--- src/rtl/ball_centroid_pkg.sv ---
// Shared constants for the ball centroid tracker.
// Frame geometry, accumulator widths and FSM encodings.
package ball_centroid_pkg;

   localparam logic [10:0] H_ACTIVE_DEF = 11'd640;
   localparam logic [10:0] V_ACTIVE_DEF = 11'd480;

   localparam int SUM_W = 28;
   localparam int CNT_W = 19;

   localparam logic [1:0] ST_ACCUM  = 2'b00;
   localparam logic [1:0] ST_DIVIDE = 2'b01;
   localparam logic [1:0] ST_UPDATE = 2'b10;

endpackage

--- src/rtl/ball_centroid_divider.sv ---
// Unsigned restoring divider, one quotient bit per clock.
// done pulses exactly W cycles after the start cycle.
module seq_divider #(
   parameter int W = 28
) (
   input  logic         clk,
   input  logic         reset,
   input  logic         start,
   input  logic [W-1:0] dividend,
   input  logic [W-1:0] divisor,
   output logic [W-1:0] quotient,
   output logic         done,
   output logic         busy
);

   localparam int CW = $clog2(W + 1);

   logic [W-1:0]  rem_q, quo_q, div_q;
   logic [W-1:0]  src_rem, src_quo, src_div;
   logic [W-1:0]  rem_d, quo_d;
   logic [W:0]    shifted;
   logic          ge;
   logic [CW-1:0] cnt_q;
   logic          busy_q, done_q;

   // The start cycle already performs the first iteration on the raw operands.
   always_comb begin
      src_rem = start ? '0 : rem_q;
      src_quo = start ? dividend : quo_q;
      src_div = start ? divisor : div_q;
      shifted = {src_rem, src_quo[W-1]};
      ge      = shifted >= {1'b0, src_div};
      rem_d   = ge ? W'(shifted - {1'b0, src_div}) : shifted[W-1:0];
      quo_d   = {src_quo[W-2:0], ge};
   end

   always_ff @(posedge clk) begin
      if (reset) begin
         rem_q  <= '0;
         quo_q  <= '0;
         div_q  <= '0;
         cnt_q  <= '0;
         busy_q <= 1'b0;
         done_q <= 1'b0;
      end else begin
         done_q <= 1'b0;
         if (start) begin
            rem_q  <= rem_d;
            quo_q  <= quo_d;
            div_q  <= divisor;
            cnt_q  <= CW'(W - 1);
            busy_q <= 1'b1;
         end else if (busy_q) begin
            rem_q <= rem_d;
            quo_q <= quo_d;
            cnt_q <= cnt_q - 1'b1;
            if (cnt_q == CW'(1)) begin
               busy_q <= 1'b0;
               done_q <= 1'b1;
            end
         end
      end
   end

   assign quotient = quo_q;
   assign done     = done_q;
   assign busy     = busy_q;

endmodule

--- src/rtl/ball_centroid.sv ---
// Per-frame colour-match centroid, presented as screen-centred
// signed coordinates that hold between frame updates.
module ball_centroid
   import ball_centroid_pkg::*;
#(
   parameter logic [10:0]      H_ACTIVE   = H_ACTIVE_DEF,
   parameter logic [10:0]      V_ACTIVE   = V_ACTIVE_DEF,
   parameter logic [CNT_W-1:0] MIN_PIXELS = 19'd16,
   parameter logic [3:0]       R_MIN      = 4'd8,
   parameter logic [3:0]       G_MAX      = 4'd4,
   parameter logic [3:0]       B_MAX      = 4'd4
) (
   input  logic        CLK100MHZ,
   input  logic        reset,
   input  logic        pix_en,
   input  logic [10:0] hcount,
   input  logic [10:0] vcount,
   input  logic [11:0] rgb,
   input  logic        vsync,
   output logic [10:0] ball_x,
   output logic [10:0] ball_y,
   output logic        ball_valid,
   output logic        frame_done,
   output logic        busy,
   output logic        overrun
);

   logic             vsync_d_q;
   logic [SUM_W-1:0] sum_x_q, sum_x_d, sum_y_q, sum_y_d;
   logic [CNT_W-1:0] cnt_q, cnt_d;
   logic [SUM_W-1:0] opx_q, opx_d, opy_q, opy_d;
   logic [CNT_W-1:0] opn_q, opn_d;
   logic [1:0]       state_q, state_d;
   logic             start_q, start_d;
   logic [10:0]      bx_q, bx_d, by_q, by_d;
   logic             bv_q, bv_d, fd_q, fd_d;
   logic             match, edge_e;
   logic [SUM_W-1:0] qx, qy;
   logic             dx_done, dy_done, dx_busy, dy_busy;
   logic             unused_div;

   assign match = pix_en && (hcount < H_ACTIVE) && (vcount < V_ACTIVE)
                  && (rgb[11:8] >= R_MIN) && (rgb[7:4] <= G_MAX)
                  && (rgb[3:0] <= B_MAX);
   assign edge_e = vsync && !vsync_d_q;

   always_comb begin
      sum_x_d = sum_x_q;
      sum_y_d = sum_y_q;
      cnt_d   = cnt_q;
      opx_d   = opx_q;
      opy_d   = opy_q;
      opn_d   = opn_q;
      state_d = state_q;
      start_d = 1'b0;
      bx_d    = bx_q;
      by_d    = by_q;
      bv_d    = bv_q;
      fd_d    = 1'b0;
      // A frame edge always starts a fresh frame; a match on that cycle is lost.
      if (edge_e) begin
         sum_x_d = '0;
         sum_y_d = '0;
         cnt_d   = '0;
      end else if (match) begin
         sum_x_d = sum_x_q + SUM_W'(hcount);
         sum_y_d = sum_y_q + SUM_W'(vcount);
         cnt_d   = cnt_q + 1'b1;
      end
      unique case (state_q)
         ST_ACCUM: begin
            if (edge_e) begin
               opx_d = sum_x_q;
               opy_d = sum_y_q;
               opn_d = cnt_q;
               if (cnt_q >= MIN_PIXELS) begin
                  state_d = ST_DIVIDE;
                  start_d = 1'b1;
               end else begin
                  state_d = ST_UPDATE;
                  bv_d    = 1'b0;
                  fd_d    = 1'b1;
               end
            end
         end
         ST_DIVIDE: begin
            if (dx_done) begin
               state_d = ST_UPDATE;
               bx_d    = qx[10:0] - (H_ACTIVE >> 1);
               by_d    = qy[10:0] - (V_ACTIVE >> 1);
               bv_d    = 1'b1;
               fd_d    = 1'b1;
            end
         end
         ST_UPDATE: state_d = ST_ACCUM;
         default:   state_d = ST_ACCUM;
      endcase
   end

   always_ff @(posedge CLK100MHZ) begin
      if (reset) begin
         vsync_d_q <= 1'b0;
         sum_x_q   <= '0;
         sum_y_q   <= '0;
         cnt_q     <= '0;
         opx_q     <= '0;
         opy_q     <= '0;
         opn_q     <= '0;
         state_q   <= ST_ACCUM;
         start_q   <= 1'b0;
         bx_q      <= '0;
         by_q      <= '0;
         bv_q      <= 1'b0;
         fd_q      <= 1'b0;
      end else begin
         vsync_d_q <= vsync;
         sum_x_q   <= sum_x_d;
         sum_y_q   <= sum_y_d;
         cnt_q     <= cnt_d;
         opx_q     <= opx_d;
         opy_q     <= opy_d;
         opn_q     <= opn_d;
         state_q   <= state_d;
         start_q   <= start_d;
         bx_q      <= bx_d;
         by_q      <= by_d;
         bv_q      <= bv_d;
         fd_q      <= fd_d;
      end
   end

   seq_divider #(.W(SUM_W)) u_div_x (
      .clk      (CLK100MHZ),
      .reset    (reset),
      .start    (start_q),
      .dividend (opx_q),
      .divisor  ({{(SUM_W-CNT_W){1'b0}}, opn_q}),
      .quotient (qx),
      .done     (dx_done),
      .busy     (dx_busy)
   );

   seq_divider #(.W(SUM_W)) u_div_y (
      .clk      (CLK100MHZ),
      .reset    (reset),
      .start    (start_q),
      .dividend (opy_q),
      .divisor  ({{(SUM_W-CNT_W){1'b0}}, opn_q}),
      .quotient (qy),
      .done     (dy_done),
      .busy     (dy_busy)
   );

   assign unused_div = ^{qx[SUM_W-1:11], qy[SUM_W-1:11],
                         dy_done, dx_busy, dy_busy};

   assign ball_x     = bx_q;
   assign ball_y     = by_q;
   assign ball_valid = bv_q;
   assign frame_done = fd_q;
   assign busy       = (state_q == ST_DIVIDE);
   assign overrun    = edge_e && (state_q != ST_ACCUM);

endmodule

--- config.mk ---
export PLATFORM = sky130hd
export DESIGN_NAME = ball_centroid
export DESIGN_NICKNAME = d
export VERILOG_FILES = /design/src/rtl/ball_centroid_pkg.sv /design/src/rtl/ball_centroid_divider.sv /design/src/rtl/ball_centroid.sv
export SDC_FILE = /design/constraint.sdc
export NUM_CORES = 1
export LEC_CHECK = 0
export CAP_MARGIN = 10
export CORE_UTILIZATION = 37
export CTS_BUF_LIST = sky130_fd_sc_hd__clkbuf_8
export DETAILED_ROUTE_END_ITERATION = 8
export SYNTH_ARGS = -nofsm -noshare
export SYNTH_HDL_FRONTEND = slang
export SYNTH_HIERARCHICAL = 1
export SYNTH_SLANG_ARGS = --single-unit
export TNS_END_PERCENT = 10
--- constraint.sdc ---
create_clock -name CLK100MHZ -period 7.4 [get_ports CLK100MHZ]
set_clock_uncertainty 0.2 [all_clocks]
set_input_delay 0.74 -clock CLK100MHZ [delete_from_list [all_inputs] [get_ports CLK100MHZ]]
set_output_delay 0.74 -clock CLK100MHZ [all_outputs]
set_load 0.05 [all_outputs]
# Word level (Yosys, flattened, before mapping)

Index checks and enable logic that the tools add are counted.

Output and inout bits: 26
Flip-flop bits (word level): 359
Bits of input ports: 38

Bitwise operators: 3
Equal/unequal tests: 6
Order comparisons: 8
Multiplexer cells: 40
Reductions and logical operators: 21
$add $sub $neg: 9

Operators with widths:

| kind                    | count |
|---|---|
| $mux W28                | 16 |
| $ge A29 B28 Y1          | 2 |
| $add A28 B11 Y28        | 2 |
| $sub A28 B28 Y28        | 2 |
| $mux W5                 | 4 |
| $add A19 B1 Y19 const B | 1 |
| $ge A19 B5 Y1 const B   | 1 |
| $mux W1                 | 14 |
| $lt A11 B10 Y1 const B  | 1 |
| $lt A11 B9 Y1 const B   | 1 |
| $sub A11 B8 Y11 const B | 1 |
| $sub A11 B9 Y11 const B | 1 |
| $eq A5 B1 Y1 const B    | 2 |
| $sub A5 B1 Y5 const B   | 2 |
| $le A4 B3 Y1 const B    | 2 |
| $reduce_bool A2 Y1      | 4 |
| $logic_and A1 B1 Y1     | 7 |
| $mux W2                 | 3 |
| $reduce_and A2 Y1       | 3 |
| $reduce_or A3 Y1        | 2 |
| $ge A4 B4 Y1 const B    | 1 |
| $ne A2 B2 Y1 const B    | 2 |
| $pmux W1 S2             | 2 |
| $pmux W2 S2             | 1 |
| 7 further kinds         | 10 |

# Depth between registers and ports, before layout

Word-level depth: 6
Depth in mapped cells: 19
Mapped depth without buffers: 13

# By module

The synthesis kept the hierarchy.

By module, submodules not included:

| module                | cells an instance | times used | area each (sq um) | seq. area each (sq um) |
|---|---|---|---|---|
| ball_centroid         | 997               | 1          | 8,124.0           | 3,563.4 |
| seq_divider (u_div_y) | 708               | 1          | 5,868.1           | 1,821.7 |
| seq_divider (u_div_x) | 707               | 1          | 5,778.0           | 1,821.7 |

# Worst setup path after synthesis

Ideal clock, no wire load.

Path kind: reg2reg
From: reg start_q
To: reg u_div_y.rem_q[0]
Path slack: 3.067 ns
Required time: 7.112 ns
Path buffers: 5
Cell stages (with the launch flop): 16
Clock period less this slack: 4.333 ns
Arrival time: 4.046 ns
Setup time: 0.088 ns
Cell sequence: dfxtp_1 buf_4 buf_2 clkbuf_1 clkbuf_1 mux2i_1 ha_1 a21o_1 a21o_1 a21o_1 a311o_1 a211oi_4 and2_4 buf_6 mux2_1 o31ai_1

Cells in the longest elaborated chain, start to end: 5
Elaborated cells on any way between the ends: 9
Those cells by class: 1 x add/sub; 1 x order compare; 6 x mux; 1 x reduce/logical

RTL lines:

| item                                               | line                                                                                  | source |
|---|---|---|
| start: declaration                                 | ball_centroid.sv:34                                                                   | `logic start_q, start_d;` |
| start signal: assignment                           | ball_centroid.sv:124                                                                  | `start_q <= start_d;` |
| $mux W28 (on tied branches)                        | ball_centroid_divider.sv:29, ball_centroid_divider.sv:28, ball_centroid_divider.sv:30 |  |
| $sub A28 B28 Y28 or $ge A29 B28 Y1 (tied branches) | ball_centroid_divider.sv:33, ball_centroid_divider.sv:32                              |  |
| $mux W28                                           | ball_centroid_divider.sv:33                                                           | `rem_d = ge ? W'(shifted - {1'b0, src_div}) : shifted[W-1:0];` |
| $mux W28                                           | ball_centroid_divider.sv:53                                                           | `end else if (busy_q) begin` |
| $mux W28                                           | ball_centroid_divider.sv:47                                                           | `if (start) begin` |
| end signal: assignment                             | ball_centroid_divider.sv:48                                                           | `rem_q <= rem_d;` |
| end signal: assignment                             | ball_centroid_divider.sv:54                                                           | `rem_q <= rem_d;` |
| end: declaration                                   | ball_centroid_divider.sv:18                                                           | `logic [W-1:0] rem_q, quo_q, div_q;` |

Several ways; a longest one is shown, not always the timed one. The select of a mux whose other input is x is not followed.
A chain may end at the register's enable or synchronous reset.

# Worst setup path after layout

From: reg start_q
To: reg u_div_x.rem_q[0]

Cells in the longest elaborated chain, start to end: 5
Elaborated cells on any way between the ends: 9
Those cells by class: 1 x add/sub; 1 x order compare; 6 x mux; 1 x reduce/logical

RTL lines:

| item                                               | line |
|---|---|
| $mux W28 (on tied branches)                        | ball_centroid_divider.sv:29, ball_centroid_divider.sv:28, ball_centroid_divider.sv:30 |
| $sub A28 B28 Y28 or $ge A29 B28 Y1 (tied branches) | ball_centroid_divider.sv:33, ball_centroid_divider.sv:32 |
| $mux W28                                           | ball_centroid_divider.sv:33 |
| $mux W28                                           | ball_centroid_divider.sv:53 |
| $mux W28                                           | ball_centroid_divider.sv:47 |
| end signal: assignment                             | ball_centroid_divider.sv:48 |
| end signal: assignment                             | ball_centroid_divider.sv:54 |
| end: declaration                                   | ball_centroid_divider.sv:18 |

Several ways; a longest one is shown, not always the timed one. The select of a mux whose other input is x is not followed.

==> reports/summary.txt <==
Status: complete, no violations
Via/cell ratio: 5.37
Bufs and invs on worst path: 2
Crit path arrival time: 5.22 ns
Least-Margin Pin Slew: 1.23 ns
Post-CTS sizing: 0
H-tree depth: 2
Gr ovfl total: 0
Yosys warnings: 6
Slew margin rel.: 18.1%
Fin crit period: 4.83 ns
Pwr Density: 175 mW/mm^2
Antenna-violating nets left: 0
Core Box Area: 0.0527 mm^2
Post-Synthesis Cells: 2,410
DRT Pass-1 Iters: 6
Hold Crit Endpoint: opx_q[1]
Final Hold Fails: 0
IO Pins: 64
Most frequent cells in the layout: dfxtp_1 (356), nand2_1 (350), nor2_1 (293)
Skew-Pair Late Insertion Delay: 0.66 ns
CTS tree: yes
Share of cells above drive strength 1: 8.04%
# clock sinks: 359
Die width: 233 um
Worst Path Max Fanout: 40
Hold wc startpoint: opx_q[1]
Number of global-route vias before repair: 16,240
Max stage delay on crit path: 0.98 ns
CP cell instances: buf_4 -> mux2i_1 -> ha_1 -> and4_1 -> nand2_1 -> nor4_4 -> a31oi_2 -> clkinv_2 -> nor2_2 -> mux2_4 -> o21ai_1
Largest net degree at the start of global routing: 88
Area Growth Syn to Fin: 11.9%
Fmax: 207 MHz
Avg Cell Area, Syn: 8.19 um^2
RSZ-0062 raised after global routing: false
CP max stage cell: nor2_2
Period utilization: 65.3%
Clock-pin slew on the worst setup and hold paths: 0.06 ns
Setup tns final: 0 ns
Max VDD drop: 135 uV
Worst Hold Depth: 2
WP data required: 7.79 ns
Via count: 17,001
DRC viols: 0
Largest delay share family, worst path: simple AND/OR/NAND/NOR gates
First-pass GRT wire length: 81,700 um
Num rows: 84
Post-DP HPWL: 33,300 um
Initial Utilization: 37.5%
P_leak: 8.13 nW
Post-CTS Hold Buffers: 0
Crit path capture type: flip-flop
Setup bufs post-CTS: 0
Post-DR wirelength/cell: 15.6 um
Commonest non-fill, non-tap cell in the layout: dfxtp_1
Setup violations, final: 0
Num CTS Buffers: 60
R2r worst-path depth: 11
Cell Area, Synth: 0.0197 mm^2
Drt total wl: 49,300 um
Port bufs: 60
Flop2flop setup slack: 2.57 ns
Initial antenna violation count: 0
Max Cap Viol: 0
Finished Core Util: 42.0%
Critical Path Start Type: flip-flop
Reg2reg start: start_q
Fin. max-slew vios: 0
1st-iter DRT viols: 997
HP Class: reg2reg
Clk buf depth: 3
Die footprint: 0.0543 mm^2
GRT Util Overall: 18.1%
Die Y: 233 um
Reg2reg end: u_div_x/rem_q[0]
Fill cells: 5,288
CTS Root Cell: clkbuf_8
# nets final: 2,546
WS Path Type: reg2reg
Placer Congestion: 0.888
## how the worst max path moves through the flow
stage                     slack (ns)    start               end  cells after the start
after detailed placement        2.57  start_q  u_div_x/rem_q[0]                     11
final                           2.57  start_q  u_div_x/rem_q[0]                     11
after floorplan                 3.07  start_q  u_div_y/rem_q[0]                     15
after global routing            2.22  start_q  u_div_x/rem_q[2]                     12
after global placement          2.69  start_q  u_div_x/rem_q[0]                     11
after CTS                       2.57  start_q  u_div_x/rem_q[0]                     11
## metrics by stage
stage / power [mW] / area [um^2] / hold slack, ns / setup WS (ns) / cells
finish: 3.86 / 22100 / 0.255 / 2.57 / 3163
CTS: 3.92 / 22100 / 0.255 / 2.57 / 3162
floorplan: 2.05 / 19800 / 0.236 / 3.07 / 2427
global placement: 2.10 / 20800 / 0.244 / 2.69 / 3052
detailed placement: 2.10 / 20800 / 0.247 / 2.57 / 3052
global route: 4.02 / 22100 / 0.272 / 2.22 / 3162
## cell type report
| class | count | area (um^2) | share of cell area (%) |
|---|---|---|---|
| diodes | 1 | 2.50 | 0.0113 |
| clock buffers | 78 | 1070 | 4.86 |
| clock inverters | 32 | 170 | 0.770 |
| inverters | 51 | 193 | 0.872 |
| multi-input cells | 1875 | 11800 | 53.6 |
| flip-flops and latches | 359 | 7190 | 32.6 |
| well taps | 688 | 861 | 3.90 |
| repair buffers | 79 | 761 | 3.44 |
## registers in the layout (all words and copies together), names as in the netlist, 19 cells and up
name,cells
u_div_y/rem_q,28
u_div_x/quotient,28
opy_q,28
sum_x_q,28
opn_q,19
u_div_x/div_q,28
opx_q,28
sum_y_q,28
u_div_y/quotient,28
u_div_y/div_q,28
cnt_q,19
u_div_x/rem_q,28
## worst register-to-register path, cell delays in order, from the launching register on
cell      delay [ns]
dfxtp_4         0.70
buf_4           0.36
mux2i_1         0.29
ha_1            0.37
and4_1          0.30
nand2_1         0.19
nor4_4          0.07
a31oi_2         0.63
clkinv_2        0.21
nor2_2          0.98
mux2_4          0.36
o21ai_1         0.12
## layer usage
| metal | vias up | track usage, % | share of wire [%] |
|---|---|---|---|
| met4 | 0 | 5.00 | 2.1 |
| met3 | 80 | 3.31 | 5.2 |
| met2 | 376 | 30.4 | 46 |
| met1 | 8028 | 23.7 | 47 |
| met5 | - | 0 | 0 |
| li1 | 8517 | - | - |
## where the power goes
group / internal (mW) / switching, mW
Combinational: 0.0355 / 0.0839
Clock: 0.977 / 0.827
Sequential: 1.93 / 0.000647
Note: power is estimated with default switching activity, not from simulation.
